--- config.mk ---
export PLATFORM = sky130hd
export DESIGN_NAME = mem_access_unit
export DESIGN_NICKNAME = d
export VERILOG_FILES = /design/src/rtl/mem_pkg.sv /design/src/rtl/mem_load_ext.sv /design/src/rtl/mem_access_unit.sv
export SDC_FILE = /design/constraint.sdc
export NUM_CORES = 1
export LEC_CHECK = 0
export BUFFER_PORTS_ARGS = -buffer_cell sky130_fd_sc_hd__buf_2
export CORE_MARGIN = 1.5
export CORE_UTILIZATION = 50
export CTS_CLUSTER_SIZE = 14
export DETAILED_ROUTE_END_ITERATION = 8
export HOLD_SLACK_MARGIN = 0.08
export PLACE_DENSITY = 0.92
export SLEW_MARGIN = 20
export SYNTH_ARGS = -nofsm -noshare
export SYNTH_HDL_FRONTEND = slang
export SYNTH_SLANG_ARGS = --single-unit
--- constraint.sdc ---
create_clock -name clk -period 2.8 [get_ports clk]
set_input_delay 0.7 -clock clk [delete_from_list [all_inputs] [get_ports clk]]
set_output_delay 0.7 -clock clk [all_outputs]
set_load 0.01 [all_outputs]
--- src/rtl/mem_pkg.sv ---
// Shared definitions for the memory-stage access unit: size codes, FSM encoding
// and store-data lane replication.
package mem_pkg;

  localparam logic [1:0] MEM_SIZE_BYTE = 2'd0;
  localparam logic [1:0] MEM_SIZE_HALF = 2'd1;
  localparam logic [1:0] MEM_SIZE_WORD = 2'd2;

  typedef enum logic [2:0] {
    ST_IDLE      = 3'd0,
    ST_WAIT_ADDR = 3'd1,
    ST_WAIT_DATA = 3'd2,
    ST_DONE      = 3'd3,
    ST_DRAIN     = 3'd4
  } mem_state_e;

  function automatic logic [31:0] fmt_wdata(input logic [1:0] size, input logic [31:0] wdata);
    logic [31:0] res;
    case (size)
      MEM_SIZE_BYTE: res = {4{wdata[7:0]}};
      MEM_SIZE_HALF: res = {2{wdata[15:0]}};
      default:       res = wdata;
    endcase
    return res;
  endfunction

  function automatic logic misaligned(input logic [1:0] size, input logic [1:0] addr_lo);
    logic res;
    case (size)
      MEM_SIZE_BYTE: res = 1'b0;
      MEM_SIZE_HALF: res = addr_lo[0];
      default:       res = (addr_lo != 2'b00);
    endcase
    return res;
  endfunction

endpackage

--- src/rtl/mem_load_ext.sv ---
// Load data lane select plus sign/zero extension (purely combinational).
module mem_load_ext
  import mem_pkg::*;
(
  input  logic [31:0] rdata,
  input  logic [1:0]  addr,
  input  logic [1:0]  size,
  input  logic        is_unsigned,
  output logic [31:0] result
);

  logic [7:0]  byte_v;
  logic [15:0] half_v;

  // Pick the addressed lane and extend it to 32 bits.
  always_comb begin
    case (addr)
      2'd0:    byte_v = rdata[7:0];
      2'd1:    byte_v = rdata[15:8];
      2'd2:    byte_v = rdata[23:16];
      default: byte_v = rdata[31:24];
    endcase
    if (addr[1]) begin
      half_v = rdata[31:16];
    end else begin
      half_v = rdata[15:0];
    end
    case (size)
      MEM_SIZE_BYTE: result = {{24{~is_unsigned & byte_v[7]}}, byte_v};
      MEM_SIZE_HALF: result = {{16{~is_unsigned & half_v[15]}}, half_v};
      default:       result = rdata;
    endcase
  end

endmodule

--- src/rtl/mem_access_unit.sv ---
// M-stage load/store controller driving a req/addr_ok/data_ok split bus.
// Optional macro UNALIGNED_EXC_EN: misaligned half/word accesses raise adelM/adesM.
module mem_access_unit
  import mem_pkg::*;
(
  input  logic        clk,
  input  logic        rst,
  input  logic        mem_enM,
  input  logic        mem_wenM,
  input  logic [1:0]  mem_sizeM,
  input  logic        mem_unsignedM,
  input  logic [31:0] mem_addrM,
  input  logic [31:0] mem_wdataM,
  input  logic        flushM,
  input  logic        stall_extM,
  output logic        stall_memM,
  output logic [31:0] mem_rdataM,
  output logic        adelM,
  output logic        adesM,
  output logic        data_req,
  output logic        data_wr,
  output logic [1:0]  data_size,
  output logic [31:0] data_addr,
  output logic [31:0] data_wdata,
  input  logic        data_addr_ok,
  input  logic        data_data_ok,
  input  logic [31:0] data_rdata
);

  mem_state_e  state_r;
  logic [31:0] hold_r;
  logic        flush_seen_r;
  logic        wr_r;
  logic        uns_r;
  logic [1:0]  size_r;
  logic [31:0] addr_r;
  logic [31:0] wdata_r;
  logic        valid;
  logic        issue;
  logic [31:0] ext_data;
  logic [31:0] load_data;

`ifdef UNALIGNED_EXC_EN
  logic bad_align;
  assign bad_align = mem_enM & ~flushM & misaligned(mem_sizeM, mem_addrM[1:0]);
  assign adelM     = bad_align & ~mem_wenM;
  assign adesM     = bad_align & mem_wenM;
  assign valid     = mem_enM & ~flushM & ~bad_align;
`else
  assign adelM = 1'b0;
  assign adesM = 1'b0;
  assign valid = mem_enM & ~flushM;
`endif

  assign issue = (state_r == ST_IDLE) & valid;

  // Extraction uses the fields captured at issue so a flush cannot disturb it.
  mem_load_ext u_ext (
    .rdata       (data_rdata),
    .addr        (addr_r[1:0]),
    .size        (size_r),
    .is_unsigned (uns_r),
    .result      (ext_data)
  );

  assign load_data = wr_r ? 32'd0 : ext_data;

  // Bus fields, stall request and returned load data.
  always_comb begin
    if (state_r == ST_WAIT_ADDR) begin
      data_req   = 1'b1;
      data_wr    = wr_r;
      data_size  = size_r;
      data_addr  = addr_r;
      data_wdata = wdata_r;
    end else begin
      data_req   = issue;
      data_wr    = mem_wenM;
      data_size  = mem_sizeM;
      data_addr  = mem_addrM;
      data_wdata = fmt_wdata(mem_sizeM, mem_wdataM);
    end
    case (state_r)
      ST_IDLE:      stall_memM = valid;
      ST_WAIT_ADDR: stall_memM = 1'b1;
      ST_WAIT_DATA: stall_memM = ~data_data_ok;
      ST_DRAIN:     stall_memM = mem_enM & ~flushM;
      default:      stall_memM = 1'b0;
    endcase
    case (state_r)
      ST_WAIT_DATA: mem_rdataM = data_data_ok ? load_data : 32'd0;
      ST_DONE:      mem_rdataM = hold_r;
      default:      mem_rdataM = 32'd0;
    endcase
  end

  // Access FSM, request capture and load-data hold register.
  always_ff @(posedge clk) begin
    if (!rst) begin
      state_r      <= ST_IDLE;
      hold_r       <= 32'd0;
      flush_seen_r <= 1'b0;
      wr_r         <= 1'b0;
      uns_r        <= 1'b0;
      size_r       <= 2'd0;
      addr_r       <= 32'd0;
      wdata_r      <= 32'd0;
    end else begin
      case (state_r)
        ST_IDLE: begin
          if (issue) begin
            wr_r         <= mem_wenM;
            uns_r        <= mem_unsignedM;
            size_r       <= mem_sizeM;
            addr_r       <= mem_addrM;
            wdata_r      <= fmt_wdata(mem_sizeM, mem_wdataM);
            flush_seen_r <= 1'b0;
            state_r      <= data_addr_ok ? ST_WAIT_DATA : ST_WAIT_ADDR;
          end
        end
        ST_WAIT_ADDR: begin
          if (data_addr_ok) begin
            state_r <= (flush_seen_r | flushM) ? ST_DRAIN : ST_WAIT_DATA;
          end else begin
            flush_seen_r <= flush_seen_r | flushM;
          end
        end
        ST_WAIT_DATA: begin
          if (data_data_ok) begin
            if (stall_extM & ~flushM) begin
              hold_r  <= load_data;
              state_r <= ST_DONE;
            end else begin
              state_r <= ST_IDLE;
            end
          end else if (flushM) begin
            state_r <= ST_DRAIN;
          end
        end
        ST_DONE: begin
          if (~stall_extM | flushM) begin
            state_r <= ST_IDLE;
          end
        end
        ST_DRAIN: begin
          if (data_data_ok) begin
            state_r <= ST_IDLE;
          end
        end
        default: state_r <= ST_IDLE;
      endcase
    end
  end

endmodule

Yosys cells after proc, flatten, opt, wreduce, memory -nomap -nowiden
Cells that the tools add are included.
{"block": "totals", "out_inout_bits": 103, "wordCells": 69, "regBits": 104, "input_bits": 107}
{"block": "op_classes", "n_reduce_logical": 10, "n_bitwise": 11, "muxes": 26, "n_eq_ne": 14}
{"operator": "$pmux 32 s2", "n": 3}
{"operator": "$mux 32", "n": 4}
{"operator": "$pmux 8 s3", "n": 1}
{"operator": "$mux 3", "n": 7}
{"operator": "$mux 16", "n": 1}
{"operator": "$pmux 3 s5", "n": 1}
{"operator": "$ne 2x2->1 const B", "n": 5}
{"operator": "$eq 2x1->1 const B", "n": 3}
{"operator": "$eq 3x2->1 const B", "n": 2}
{"operator": "$logic_not 2->1", "n": 3}
{"operator": "$mux 2", "n": 3}
{"operator": "$reduce_and 3->1", "n": 2}
{"operator": "$and 1x1->1", "n": 5}
{"operator": "$reduce_and 5->1", "n": 1}
{"operator": "$mux 1", "n": 4}
{"operator": "$not 1->1", "n": 4}
{"operator": "$eq 3x1->1 const B", "n": 1}
{"operator": "$eq 3x3->1 const B", "n": 1}
{"operator": "$logic_not 3->1", "n": 1}
{"operator": "$ne 3x3->1 const B", "n": 1}
{"operator": "$pmux 1 s3", "n": 1}
{"operator": "$eq 2x2->1 const B", "n": 1}
{"operator": "$or 1x1->1", "n": 2}
{"operator": "$pmux 1 s2", "n": 1}
{"operator": "3 further kinds", "n": 3}

Logic depth before layout (Yosys ltp)
Gate-level depths: netlist of the first run.
{"block": "depth", "ltp_word": 7, "mapped_depth": 8, "ltp_nobuf": 5}

Hierarchy
From an unflattened synthesis of the first run, not the netlist that was laid out.
{"block": "unflattened", "hier_cells": 774, "hier_area_um2": 6407.4}
{"mod": "mem_access_unit", "seq_area_each_um2": 2082.0, "instances": 1, "cells_each": 659, "area_per_inst_um2": 5561.6}
{"mod": "mem_load_ext", "seq_area_each_um2": 0.0, "instances": 1, "cells_each": 115, "area_per_inst_um2": 845.8}

Worst setup path after synthesis of the first run
OpenSTA, ideal clock, no wires.
{"block": "synth_timing", "path_type": "input -> output", "startpoint": "input mem_sizeM[1]", "endpoint": "output data_wdata[10]", "path_slack_ns": 0.254, "n_path_buf": 1, "arrival_ns": 1.846, "required_time_ns": 2.100, "path_stages": 4, "cell_sequence": "buf_2 -> nor2_1 -> mux2i_1 -> a21oi_1"}
{"block": "synth_between", "elab_chain_len": 3, "word_cells_on_any_way": 4, "classes_between": "1 x eq/ne; 2 x mux; 1 x reduce/logical"}
{"item": "start, declared", "line": "mem_access_unit.sv:10", "text": "input logic [1:0] mem_sizeM,"}
{"item": "$eq 2x1->1 or $logic_not 2->1 (tied branches)", "line": "mem_pkg.sv:19", "text": "case (size)"}
{"item": "$pmux 32 s2 *", "line": "mem_pkg.sv:19"}
{"item": "$mux 32 *", "line": "mem_access_unit.sv:70", "text": "if (state_r == ST_WAIT_ADDR) begin"}
{"item": "end, declared", "line": "mem_access_unit.sv:24", "text": "output logic [31:0] data_wdata,"}
Every way passes the cells marked *; elsewhere a longest branch is shown, timed or not.

Final worst setup path of the first run
{"block": "layout_timing", "startpoint": "register size_r[1]", "endpoint": "output mem_rdataM[15]"}
{"block": "layout_between", "elab_chain_len": 5, "word_cells_on_any_way": 6, "classes_between": "1 x eq/ne; 4 x mux; 1 x reduce/logical"}
{"item": "start, declared", "line": "mem_access_unit.sv:35", "text": "logic [1:0] size_r;"}
{"item": "start signal, assigned", "line": "mem_access_unit.sv:114", "text": "size_r <= mem_sizeM;"}
{"item": "$eq 2x1->1 or $logic_not 2->1 (tied branches)", "line": "mem_load_ext.sv:28", "text": "case (size)"}
{"item": "$pmux 32 s2 *", "line": "mem_load_ext.sv:28"}
{"item": "$mux 32 *", "line": "mem_access_unit.sv:66", "text": "assign load_data = wr_r ? 32'd0 : ext_data;"}
{"item": "$mux 32 *", "line": "mem_access_unit.sv:91", "text": "ST_WAIT_DATA: mem_rdataM = data_data_ok ? load_data : 32'd0;"}
{"item": "$pmux 32 s2 *", "line": "mem_access_unit.sv:90", "text": "case (state_r)"}
{"item": "end, declared", "line": "mem_access_unit.sv:17", "text": "output logic [31:0] mem_rdataM,"}
Marked as above.

==> metrics, run 1 <==
Max clock buf depth=2; number of nets in the layout=1141; GRT Util Overall=27.5%; slowest cell on the critical path=sky130_fd_sc_hd__or3_4; later-pin clock latency in the skew report=0.34 ns; Relative slew margins=63.3%; clock network fraction of total power=25.6%; routed wire length=17000 um; post-route insts no fill=1178; number of top-level design ports=210; number of flops mapped to enable cells by yosys=0; family with the most delay on the worst path=simple AND/OR/NAND/NOR gates; total count of max-transition violations in the final report=0; warnings from Yosys=0; flip-flop cell with the highest count after synthesis=sky130_fd_sc_hd__dfxtp_1; part of the cycle the worst path needs=97.1%; final weighted congestion in routability-driven placement=0.946; die extent in y=111 um; internal power=2960 uW; number of placement rows=39; worst setup path category=flop to output pin; initial core utilization=51.0%; DR vias=6433; layout overhead on the synthesized area=25.0%; worst-case clock skew=0.00746 ns; fraction of final layout cells with drive strength greater than 1=25.1%; Die W=111 um; Post-CTS Repair Setup Buffers=0; average cell area after synthesis=6.73 um^2; largest net degree at the start of global routing=85; count of nets left with antenna violations after detail routing=0; final cell area excluding filler cells=0.00725 mm^2; iteration-0 DRC count of the detailed router=603; Inserted Clock Buffers=9; Vias/cell=5.46; cell chosen for the clock root=sky130_fd_sc_hd__clkbuf_16; CTS H-tree depth=3; static power due to leakage=0.00354 uW; maximum clock frequency=368 MHz; net switching power=1690 uW; Core Box Area=0.0114 mm^2; register area share after synthesis=35.9%; global route overflow=0; number of synthesized register bits=104; path category of the worst min-delay check=flop to flop; critical path data required time=2.10 ns; number of buffers added on ports=207; buffering stage count on the worst path with inverters included=1; CTS tree=yes; type of element launching the critical path=flop; delay of the slowest cell on the worst path=0.38 ns; number of hold-slack violations in the final timing report=0; global-route wire length before repair=27800 um; minimum clock period after layout=2.72 ns; Worst setup startpoint=size_r[1]; Inst Count DP=1166; crit path capture type=output pin; total negative slack=0 ns; cells along the critical path=or3_4 -> or3_1 -> o211ai_1 -> nand2_1 -> o21ai_0 -> buf_2; post-place instance area=0.00695 mm^2; peak ir drop on the vdd network=0.330 mV; beginning of the worst hold path=hold_r[25]; Critical Path AT=2.02 ns; number of endpoints failing setup at the final stage=0; DR WL/cell=14.5 um; cell count after synthesis=862; setup repair after global routing missed its margin=false; Clock Sinks=104; transition time at the pin with the least slew margin=0.543 ns; Pwr Density=640 mW/mm^2; proportion of register bits with asynchronous set or reset after synthesis=0%; run status=finished, final reports clean; cell area after technology mapping=0.00580 mm^2; number of maximum-capacitance constraint violations=0; number of global-route vias before repair=5724; share of power burned in combinational logic=37.4%; total iterations of the first detailed-routing run=6; Crit Path Max Fanout=4; Die Footprint=0.0123 mm^2; register share of total power=36.9%; count of inserted antenna diode cells=0; HPWL reported at the end of detailed placement=12200 um; library cells used by synthesis=45; switch share=36.3%; antenna violations before repair=0; critical register-to-register path startpoint=state_r[1]; Residual DRC=0; clock transition at the registers of the reported paths=0.07 ns
-- flip-flops by register name, summed over array words and instances, names as in the netlist --
signal and cells:
size_r 2, uns_r 1, wr_r 1, state_r 3, wdata_r 32, hold_r 32, addr_r 32, flush_seen_r 1
-- area by class of cell --
class / count / area [um^2]
Multi-Input combinational cell: 662 / 3360
Tap cell: 143 / 179
Fill cell: 1027 / 4120
Clock buffer: 10 / 229
Timing Repair Buffer: 229 / 1250
Clock inverter: 2 / 35.0
Sequential cell: 104 / 2090
Inverter: 28 / 105
-- synth_stat cells (11+ instances only) --
cell type / number / share of area [%]
sky130_fd_sc_hd__nand2_1: 334 / 22
sky130_fd_sc_hd__nor2_1: 54 / 3.5
sky130_fd_sc_hd__a22oi_1: 16 / 2.1
sky130_fd_sc_hd__a22o_1: 23 / 3.5
sky130_fd_sc_hd__nand3_1: 26 / 2.2
sky130_fd_sc_hd__o21ai_0: 19 / 1.6
sky130_fd_sc_hd__clkbuf_1: 48 / 3.1
sky130_fd_sc_hd__mux2i_1: 37 / 6.4
sky130_fd_sc_hd__dfxtp_1: 104 / 36
sky130_fd_sc_hd__inv_1: 27 / 1.7
sky130_fd_sc_hd__buf_1: 11 / 0.71
sky130_fd_sc_hd__a21oi_1: 88 / 7.6
sky130_fd_sc_hd__a211oi_1: 16 / 2.1
-- final timing paths --
kind	endpoint	slack, ns	cells after the start
worst max-delay path	mem_rdataM[15]	0.08	6
worst min-delay path	hold_r[25]	0.44	2
worst max register to register	addr_r[13]	0.78	5
worst min register to register	hold_r[25]	0.44	2
-- metal layers --
layer / routed length (um) / GRT usage [%] / vias up
li1: - / - / 3208
met1: 6910 / 35.3 / 2886
met2: 8100 / 44.6 / 303
met3: 1530 / 6.78 / 36
met4: 504 / 10.9 / 0
met5: 0 / 0 / -
-- metrics by stage --
stage / hold WS (ns) / worst slack (ns) / power, uW / util [%]
after floorplan: 0.416 / 0.254 / 2830 / -
after global placement: 0.428 / 0.0194 / 3440 / 61.2
after detailed placement: 0.433 / -0.0758 / 3460 / 61.2
after CTS: 0.441 / -0.0434 / 4650 / 63.5
after global routing: 0.457 / 0.00188 / 4930 / 63.7
final: 0.439 / 0.0810 / 4640 / 63.7
-- cell usage in the layout, fill, tap and decap left out, drive strengths merged, types with 2 or more instances in the layout --
cell,n
conb,2
dfxtp,104
buf,229
nor2,54
a22oi,16
a21oi,88
o31ai,3
nand3,26
a22o,23
nand2,334
nor2b,3
o21ai,21
a211oi,16
or3,2
and2,4
a221oi,7
nor4b,9
mux2i,37
clkbuf,10
inv,28
-- power groups by stage --
stage / clock network, uW / registers [uW] / logic [uW]
floorplan: 0 / 1710 / 1120
global placement: 0 / 1740 / 1700
detailed placement: 0 / 1740 / 1720
CTS: 1210 / 1710 / 1730
global route: 1280 / 1730 / 1920
finish: 1190 / 1710 / 1740
-- what timing repair did --
action,CTS,global route
gates resized for setup,2,11
setup endpoints to repair,21,68
hold buffers,0,0
-- worst register-to-register path, delay by kind of cell (launching register included) --
family	cells	cell delay, ns
buffers and inverters	2	0.53
AO/OA/AOI/OAI	1	0.08
AND/OR/NAND/NOR	2	0.93
flip-flops	1	0.36
-- cell families (layout without fill, tap and decap cells) --
group	count (synthesis)	after routing	synth area share (%)
buf+inv	97	269	6.88
mux	38	38	6.58
compound gates	181	181	19.6
flops	104	104	35.9
simple gates	441	441	30.9
other cells	1	2	0.0647
(Power assumes the default switching activity.)
==> run 2, diff against run 1 <==
--- a/config.mk
+++ b/config.mk
@@ -5,13 +5,14 @@
 export SDC_FILE = /design/constraint.sdc
 export NUM_CORES = 1
 export LEC_CHECK = 0
+export ABC_AREA = 1
 export BUFFER_PORTS_ARGS = -buffer_cell sky130_fd_sc_hd__buf_2
 export CORE_MARGIN = 1.5
-export CORE_UTILIZATION = 50
+export CORE_UTILIZATION = 51
 export CTS_CLUSTER_SIZE = 14
 export DETAILED_ROUTE_END_ITERATION = 8
 export HOLD_SLACK_MARGIN = 0.08
-export PLACE_DENSITY = 0.92
+export PLACE_DENSITY = 0.93
 export SLEW_MARGIN = 20
 export SYNTH_ARGS = -nofsm -noshare
 export SYNTH_HDL_FRONTEND = slang
==> run 2 against run 1 <==
  * Hold slack improved by 0.013 ns
  * Routed wire length increased by 5.1%
  * Total power increased by 36%
  * Sequential share of layout area decreased by 1.2 points
  * Critical endpoint is now mem_rdataM[1]
  * Combinational power increased by 70%
  * Sequential cell count unchanged
  * First-iteration DRC count increased by 2.2%
  * Via count increased by 5.5%
  * Register-to-register slack improved by 0.15 ns
  * Synthesized cell count increased by 10%
  * Clock power increased by 24%
==> metrics, run 2 <==
Pwr Density=832 mW/mm^2 (was 640 mW/mm^2); simple logic cell fraction of the synthesized area=34.2% (was 30.9%); part of the cycle the worst path needs=96.4% (was 97.1%); commonest cells after routing, fill and taps aside=sky130_fd_sc_hd__nand2_1 (327), sky130_fd_sc_hd__buf_2 (207), sky130_fd_sc_hd__o21ai_0 (151) (was sky130_fd_sc_hd__nand2_1 (332), sky130_fd_sc_hd__buf_2 (207), sky130_fd_sc_hd__dfxtp_1 (101)); minimum clock period after layout=2.70 ns (was 2.72 ns); maximum clock frequency=371 MHz (was 368 MHz); number of flops mapped to enable cells by yosys=0 (unchanged); main combinational cell family by area after synthesis=simple AND/OR/NAND/NOR gates (unchanged); net switching power=2580 uW (was 1690 uW); library cells used by synthesis=32 (was 45); global route overflow=0 (unchanged); antenna violations before repair=0 (unchanged); internal power=3710 uW (was 2960 uW); end-of-flow core utilization=65.9% (was 63.7%); worst-case clock skew=0.00833 ns (was 0.00746 ns); crit path capture type=output pin (unchanged); total iterations of the first detailed-routing run=6 (unchanged); count of nets left with antenna violations after detail routing=0 (unchanged); delay of the slowest cell on the worst path=0.44 ns (was 0.38 ns); count of inserted antenna diode cells=0 (unchanged); setup repair after global routing missed its margin=true (was false); later-pin clock latency in the skew report=0.35 ns (was 0.34 ns); Inserted Clock Buffers=9 (unchanged); share of power burned in combinational logic=46.9% (was 37.4%); number of global-route vias before repair=6266 (was 5724); fraction of final layout cells with drive strength greater than 1=27.1% (was 25.1%); die extent in y=112 um (was 111 um); post-layout total power=6290 uW (was 4640 uW); portion of synthesized cell area occupied by the leading cell type=34.6% (was 35.9%); compound-gate portion of the synthesized area=23.0% (was 19.6%); largest net degree at the start of global routing=105 (was 85); total negative slack=0 ns (unchanged); CTS tree=yes (unchanged); most used cell along the critical path=sky130_fd_sc_hd__nand2_1; DR vias=6787 (was 6433); logic depth of the worst setup path including buffers=8 (was 6); switch share=41.1% (was 36.3%); run status=finished, final reports clean (unchanged); initial core utilization=52.5% (was 51.0%); R2R cell count=8 (was 5); slowest cell on the critical path=sky130_fd_sc_hd__dfxtp_2 (was sky130_fd_sc_hd__or3_4); average cell area after synthesis=6.33 um^2 (was 6.73 um^2); iteration-0 DRC count of the detailed router=616 (was 603); flip-flop cell with the highest count after synthesis=sky130_fd_sc_hd__dfxtp_1 (unchanged); Core Box Area=0.0115 mm^2 (was 0.0114 mm^2); Clock Sinks=104 (unchanged); number of synthesized register bits=104 (unchanged); clock network fraction of total power=23.6% (was 25.6%); number of hold-repair buffers added at the cts stage=0 (unchanged); cell chosen for the clock root=sky130_fd_sc_hd__clkbuf_16 (unchanged); cell count after synthesis=951 (was 862); clock transition at the registers of the reported paths=0.07 ns (about the same); proportion of register bits with asynchronous set or reset after synthesis=0% (unchanged); critical path data required time=2.10 ns (about the same); DR WL/cell=14.1 um (was 14.5 um); Critical Path AT=2.00 ns (was 2.02 ns); cell area after technology mapping=0.00602 mm^2 (was 0.00580 mm^2); type of element launching the critical path=flop (unchanged); HPWL reported at the end of detailed placement=12200 um (about the same); Crit Path Max Fanout=9 (was 4); Hold Crit Depth=2 (unchanged); static power due to leakage=0.00382 uW (was 0.00354 uW); worst setup path category=flop to output pin (unchanged); Die W=112 um (was 111 um); final weighted congestion in routability-driven placement=0.898 (was 0.946); cells along the critical path=buf_4 -> nand2_1 -> o21ai_0 -> nand2_1 -> nand2_1 -> nand2_1 -> o21ai_0 -> buf_2 (was or3_4 -> or3_1 -> o211ai_1 -> nand2_1 -> o21ai_0 -> buf_2); number of maximum-capacitance constraint violations=0 (unchanged); multiplexer share of the synthesized area=0% (was 6.58%); global-route wire length before repair=29300 um (was 27800 um); register area share after synthesis=34.6% (was 35.9%); largest registers=addr_r (32), hold_r (32), wdata_r (32) (unchanged); number of top-level design ports=210 (unchanged); number of endpoints failing setup at the final stage=0 (unchanged); warnings from Yosys=0 (unchanged); path category of the worst min-delay check=flop to flop (unchanged); buffering stage count on the worst path with inverters included=2 (was 1); GRT Util Overall=28.2% (was 27.5%); number of placement rows=39 (unchanged); transition time at the pin with the least slew margin=0.743 ns (was 0.543 ns); routed wire length=17900 um (was 17000 um); adder and majority gate portion of the synthesized area=0% (unchanged); total count of max-transition violations in the final report=0 (unchanged); commonest non-fill, non-tap cell in the layout=sky130_fd_sc_hd__nand2_1 (unchanged); Vias/cell=5.33 (was 5.46); register share of total power=29.6% (was 36.9%); CTS H-tree depth=3 (unchanged); Relative slew margins=50.4% (was 63.3%); cell types occupying the most area after synthesis=sky130_fd_sc_hd__dfxtp_1 (35%), sky130_fd_sc_hd__nand2_1 (20%), sky130_fd_sc_hd__o21ai_0 (13%) (was sky130_fd_sc_hd__dfxtp_1 (36%), sky130_fd_sc_hd__nand2_1 (22%), sky130_fd_sc_hd__a21oi_1 (7.6%)); fill count=983 (was 1027); most frequently used cell type in the post-synthesis netlist=sky130_fd_sc_hd__nand2_1 (unchanged); number of nets in the layout=1232 (was 1141); Residual DRC=0 (unchanged); post-synth top area cell=sky130_fd_sc_hd__dfxtp_1 (unchanged); family with the most delay on the worst path=compound AO/OA/AOI/OAI gates (was simple AND/OR/NAND/NOR gates); Max clock buf depth=2 (unchanged); peak ir drop on the vdd network=0.590 mV (was 0.330 mV); parity-gate share of the synthesized area counting xor and xnor cells=0% (unchanged); layout overhead on the synthesized area=25.6% (was 25.0%); number of hold-slack violations in the final timing report=0 (unchanged); most frequent cells after synthesis=sky130_fd_sc_hd__nand2_1 (327), sky130_fd_sc_hd__o21ai_0 (153), sky130_fd_sc_hd__dfxtp_1 (104), sky130_fd_sc_hd__nor2_1 (104), sky130_fd_sc_hd__a21oi_1 (53) (was sky130_fd_sc_hd__nand2_1 (334), sky130_fd_sc_hd__dfxtp_1 (104), sky130_fd_sc_hd__a21oi_1 (88), sky130_fd_sc_hd__nor2_1 (54), sky130_fd_sc_hd__clkbuf_1 (48)); Die Footprint=0.0125 mm^2 (was 0.0123 mm^2); number of buffers added on ports=207 (unchanged)
==> run 2: changes by cell type in the layout (fill, tap and decap cells not counted), moves of 12 or more <==
| cell | delta |
|---|---|
| sky130_fd_sc_hd__nand3_4 | +12 |
| sky130_fd_sc_hd__o21ai_1 | +22 |
| sky130_fd_sc_hd__a22o_1 | -23 |
| sky130_fd_sc_hd__a21oi_1 | -35 |
| sky130_fd_sc_hd__a211oi_1 | -16 |
| sky130_fd_sc_hd__mux2i_1 | -36 |
| sky130_fd_sc_hd__o21ai_0 | +132 |
| sky130_fd_sc_hd__nor2_1 | +49 |
==> run 2: layout make-up <==
cell class                 count  area (um^2)  share of cell area, %
clock inverter                 5          103                   1.36
inverter                      40          158                   2.09
tap                          143          179                   2.37
multi-input combinational    740         3470                   45.9
clock buffer                  11          253                   3.34
sequential                   104         2080                   27.6
timing repair buffer         230         1310                   17.4
==> run 2: timing repair <==
item	CTS	global route
resized for setup	1	5
endpoints found under the setup margin	12	15
setup buffers	0	3
gates cloned	0	1
pin swaps	0	1
==> run 2: per-layer routing <==
| layer | track usage (%) | vias up | routed length [um] |
|---|---|---|---|
| met5 | 0 | - | 0 |
| met4 | 9.87 | 0 | 369 |
| met3 | 7.51 | 34 | 1460 |
| met2 | 46.4 | 323 | 8540 |
| met1 | 35.8 | 3016 | 7550 |
| li1 | - | 3414 | - |
==> run 2: cells by family after synthesis <==
kind of cell,count (synthesis)
simple gates,482
compound gates,256
buf+inv,108
flops,104
other cells,1
==> run 2: final timing paths <==
kind / slack (ns) / to / start
hold reg to reg: 0.45 / wdata_r[20] / wdata_r[20]
setup / recovery: 0.10 / mem_rdataM[1] / addr_r[1]
setup reg to reg: 0.93 / flush_seen_r / state_r[0]
hold / removal: 0.45 / wdata_r[20] / wdata_r[20]
==> run 2: through the flow <==
step / setup WS, ns / cells / area (um^2) / hold slack (ns)
after global placement: 0.215 / 1253 / 7150 / 0.435
after detailed placement: 0.191 / 1253 / 7150 / 0.438
after CTS: 0.0279 / 1269 / 7510 / 0.448
final: 0.102 / 1273 / 7560 / 0.452
after global routing: -0.00669 / 1273 / 7560 / 0.480
after floorplan: 0.387 / 952 / 6020 / 0.425
==> run 2: power groups by stage <==
stage	registers, uW	clock network [uW]	logic, uW
after floorplan	1840	0	1930
after global placement	1870	0	2800
after detailed placement	1880	0	2850
after CTS	1860	1510	2860
after global routing	1890	1570	3260
final	1860	1480	2950
==> run 2: worst reg2reg max path, cell delays in order (launching register included) <==
cell and delay [ns]:
sky130_fd_sc_hd__dfxtp_1 0.43, sky130_fd_sc_hd__nor2_1 0.09, sky130_fd_sc_hd__nand2_1 0.14, sky130_fd_sc_hd__nor2_4 0.05, sky130_fd_sc_hd__inv_2 0.05, sky130_fd_sc_hd__buf_4 0.58, sky130_fd_sc_hd__nand2_1 0.18, sky130_fd_sc_hd__o21ai_0 0.18
sky130_fd_sc_hd__a21oi_1 0.05
==> run 3, diff against run 2 <==
--- a/config.mk
+++ b/config.mk
@@ -6,6 +6,7 @@
 export NUM_CORES = 1
 export LEC_CHECK = 0
 export ABC_AREA = 1
+export ABC_CLOCK_PERIOD_IN_PS = 2800
 export BUFFER_PORTS_ARGS = -buffer_cell sky130_fd_sc_hd__buf_2
 export CORE_MARGIN = 1.5
 export CORE_UTILIZATION = 51
@@ -16,4 +17,5 @@
 export SLEW_MARGIN = 20
 export SYNTH_ARGS = -nofsm -noshare
 export SYNTH_HDL_FRONTEND = slang
+export SYNTH_HIERARCHICAL = 1
 export SYNTH_SLANG_ARGS = --single-unit
==> constraint.sdc (replaced) <==
create_clock -name clk -period 2.8 [get_ports clk]
set_input_delay 0.7 -clock clk [delete_from_list [all_inputs] [get_ports clk]]
set_output_delay 0.7 -clock clk [all_outputs]
set_load 0.1 [all_outputs]
==> run 3 against run 2 <==
  * The run now ends with setup timing left
  * Clock skew is 0.0014 ns lower
  * Synthesized cell count grew 8.4%
  * Via count grew 20%
  * Cell count is 6.4% higher
  * Setup slack got worse by 0.17 ns
  * Routed wire length increased by 40%
  * Largest cell class unchanged
==> metrics, run 3 <==
number of hold-slack violations in the final timing report=0 (unchanged); Die Footprint=0.0130 mm^2 (was 0.0125 mm^2); Inst Count DP=1335 (was 1253); static power due to leakage=0.00441 uW (was 0.00382 uW); failing checks=setup timing; type of element launching the critical path=flop (unchanged); number of nets in the layout=1309 (was 1232); simple logic cell fraction of the synthesized area=40.1% (was 34.2%); setup repair after global routing missed its margin=true (unchanged); cell count after synthesis=1031 (was 951); DR WL/cell=18.5 um (was 14.1 um); register area share after synthesis=33.2% (was 34.6%); Clock Sinks=104 (unchanged); buffering stage count on the worst path with inverters included=3 (was 2); warnings from Yosys=6 (was 0); layout overhead on the synthesized area=54.1% (was 25.6%); portion of synthesized cell area occupied by the leading cell type=33.2% (was 34.6%); most used cell along the critical path=sky130_fd_sc_hd__nand2_1 (unchanged); library cells used by synthesis=29 (was 32); later-pin clock latency in the skew report=0.35 ns (about the same); flip-flop cell with the highest count after synthesis=sky130_fd_sc_hd__dfxtp_1 (unchanged); Core Box Area=0.0120 mm^2 (was 0.0115 mm^2); worst-case clock skew=0.00698 ns (was 0.00833 ns); DR vias=8161 (was 6787); largest net degree at the start of global routing=71 (was 105); CTS H-tree depth=3 (unchanged); total count of max-transition violations in the final report=0 (unchanged); part of the cycle the worst path needs=102% (was 96.4%); commonest cells after routing, fill and taps aside=sky130_fd_sc_hd__nand2_1 (384), sky130_fd_sc_hd__nor2_1 (114), sky130_fd_sc_hd__buf_2 (106), sky130_fd_sc_hd__buf_12 (106), sky130_fd_sc_hd__dfxtp_1 (101) (was sky130_fd_sc_hd__nand2_1 (327), sky130_fd_sc_hd__buf_2 (207), sky130_fd_sc_hd__o21ai_0 (151)); worst setup path category=flop to output pin (unchanged); compound-gate portion of the synthesized area=17.3% (was 23.0%); count of nets left with antenna violations after detail routing=0 (unchanged); Worst setup startpoint=addr_r[1] (unchanged); proportion of register bits with asynchronous set or reset after synthesis=0% (unchanged); CTS tree=yes (unchanged); slowest cell on the critical path=sky130_fd_sc_hd__dfxtp_1 (was sky130_fd_sc_hd__dfxtp_2); beginning of the worst hold path=wdata_r[19] (was wdata_r[20]); cell types occupying the most area after synthesis=sky130_fd_sc_hd__dfxtp_1 (33%), sky130_fd_sc_hd__nand2_1 (23%), sky130_fd_sc_hd__o21ai_0 (11%) (was sky130_fd_sc_hd__dfxtp_1 (35%), sky130_fd_sc_hd__nand2_1 (20%), sky130_fd_sc_hd__o21ai_0 (13%)); Pwr Density=1120 mW/mm^2 (was 832 mW/mm^2); number of top-level design ports=210 (unchanged); largest registers=addr_r (32), hold_r (32), wdata_r (32) (unchanged); Hold Crit Depth=2 (unchanged); number of maximum-capacitance constraint violations=0 (unchanged); Crit Path Max Fanout=13 (was 9); most frequent cells after synthesis=sky130_fd_sc_hd__nand2_1 (389), sky130_fd_sc_hd__o21ai_0 (136), sky130_fd_sc_hd__nor2_1 (117), sky130_fd_sc_hd__dfxtp_1 (104), sky130_fd_sc_hd__a21oi_1 (67) (was sky130_fd_sc_hd__nand2_1 (327), sky130_fd_sc_hd__o21ai_0 (153), sky130_fd_sc_hd__dfxtp_1 (104), sky130_fd_sc_hd__nor2_1 (104), sky130_fd_sc_hd__a21oi_1 (53)); run status=finished with violations (was finished, final reports clean); crit path capture type=output pin (unchanged); initial core utilization=52.3% (was 52.5%); family with the most delay on the worst path=simple AND/OR/NAND/NOR gates (was compound AO/OA/AOI/OAI gates); average cell area after synthesis=6.09 um^2 (was 6.33 um^2); most frequently used cell type in the post-synthesis netlist=sky130_fd_sc_hd__nand2_1 (unchanged); Max clock buf depth=2 (unchanged); number of flops mapped to enable cells by yosys=0 (unchanged); Vias/cell=6.03 (was 5.33); commonest non-fill, non-tap cell in the layout=sky130_fd_sc_hd__nand2_1 (unchanged); number of global-route vias before repair=7822 (was 6266); multiplexer share of the synthesized area=0% (unchanged); number of hold-repair buffers added at the cts stage=0 (unchanged); iteration-0 DRC count of the detailed router=1050 (was 616); main combinational cell family by area after synthesis=simple AND/OR/NAND/NOR gates (unchanged); fraction of final layout cells with drive strength greater than 1=28.7% (was 27.1%); Inserted Clock Buffers=9 (unchanged); total iterations of the first detailed-routing run=6 (unchanged); peak ir drop on the vdd network=1.07 mV (was 0.590 mV); number of placement rows=40 (was 39); R2R cell count=6 (was 8); cell chosen for the clock root=sky130_fd_sc_hd__clkbuf_16 (unchanged); logic depth of the worst setup path including buffers=10 (was 8); post-layout total power=10800 uW (was 6290 uW); path category of the worst min-delay check=flop to flop (unchanged); post-route insts no fill=1354 (was 1273); cells along the critical path=buf_4 -> nor2_2 -> nand2_1 -> nand3_2 -> nand3_4 -> buf_6 -> nand3_1 -> nand2_1 -> o21ai_4 -> buf_12 (was buf_4 -> nand2_1 -> o21ai_0 -> nand2_1 -> nand2_1 -> nand2_1 -> o21ai_0 -> buf_2); fill count=672 (was 983); transition time at the pin with the least slew margin=1.05 ns (was 0.743 ns); Die W=114 um (was 112 um); HPWL reported at the end of detailed placement=16200 um (was 12200 um); clock transition at the registers of the reported paths=0.07 ns (about the same); delay of the slowest cell on the worst path=0.35 ns (was 0.44 ns); number of buffers added on ports=207 (unchanged); critical path data required time=2.10 ns (about the same); cell area after technology mapping=0.00628 mm^2 (was 0.00602 mm^2); die extent in y=114 um (was 112 um); global route overflow=0 (unchanged); maximum clock frequency=348 MHz (was 371 MHz); Worst Slack Setup Final=-0.0696 ns (was 0.102 ns); Relative slew margins=29.6% (was 50.4%); parity-gate share of the synthesized area counting xor and xnor cells=0% (unchanged); number of synthesized register bits=104 (unchanged); Critical Path AT=2.17 ns (was 2.00 ns); GRT Util Overall=37.0% (was 28.2%); critical register-to-register path startpoint=state_r[1] (was state_r[0]); antenna violations before repair=3 (was 0); number of endpoints failing setup at the final stage=11 (was 0); adder and majority gate portion of the synthesized area=0% (unchanged); Residual DRC=0 (unchanged); final weighted congestion in routability-driven placement=0.964 (was 0.898); post-synth top area cell=sky130_fd_sc_hd__dfxtp_1 (unchanged); minimum clock period after layout=2.87 ns (was 2.70 ns); global-route wire length before repair=38100 um (was 29300 um); routed wire length=25000 um (was 17900 um)
==> run 3: cells by family (layout without fill, tap and decap cells) <==
group | Yosys count | after routing
and+or+nand+nor | 593 | 593
AOI/OAI and AO/OA | 212 | 212
buffers and inverters | 121 | 293
DFF | 104 | 104
other | 1 | 5
==> run 3: metrics by stage <==
step	setup TNS, ns	hold slack (ns)	setup WS (ns)	instance area, um^2	util, %
after floorplan	-1.53	0.430	-0.218	6740	-
after global placement	0	0.442	0.0515	9310	77.5
after detailed placement	-1.24	0.450	-0.255	9310	77.5
after CTS	0	0.462	0.00340	9620	80.1
after global routing	-1.51	0.477	-0.119	9680	80.6
final	-0.319	0.460	-0.0696	9680	80.6
==> run 3: repair_timing <==
action	CTS	global route
pin swaps	0	1
resized for setup	4	17
gates cloned	0	0
endpoints found under the setup margin	20	37
setup buffers	3	0
==> run 3: per-layer routing <==
metal  up-vias  global-route usage (%)  share of wire (%)
li1       3640                       -                  -
met5         -                       0                  0
met2       668                    63.5                 48
met4         0                    21.0                6.1
met3       160                    9.25                 12
met1      3693                    41.9                 34
==> run 3: tightest hold or removal path: stages, from the launching register on <==
cell and delay [ns]:
sky130_fd_sc_hd__dfxtp_1 0.30, sky130_fd_sc_hd__inv_1 0.06, sky130_fd_sc_hd__a21oi_1 0.06
==> run 3: path summary, 6_finish.rpt <==
kind | endpoint | slack [ns]
max | mem_rdataM[15] | -0.07
min | wdata_r[19] | 0.46
max reg2reg | wdata_r[30] | 0.86
min reg2reg | wdata_r[19] | 0.46
==> run 3: cell type report <==
type,instances,area [um^2],share of cell area (%)
multi-input cells,807,4120,42.5
repair buffers,233,2830,29.2
flip-flops and latches,104,2090,21.6
clock buffers,12,246,2.55
well taps,147,184,1.90
inverters,47,181,1.87
clock inverters,1,30.0,0.310
diodes,3,7.51,0.0776
==> run 3: power breakdown <==
part	switching, uW	internal [uW]
clock	558	705
combinational	5330	2340
sequential	186	1720
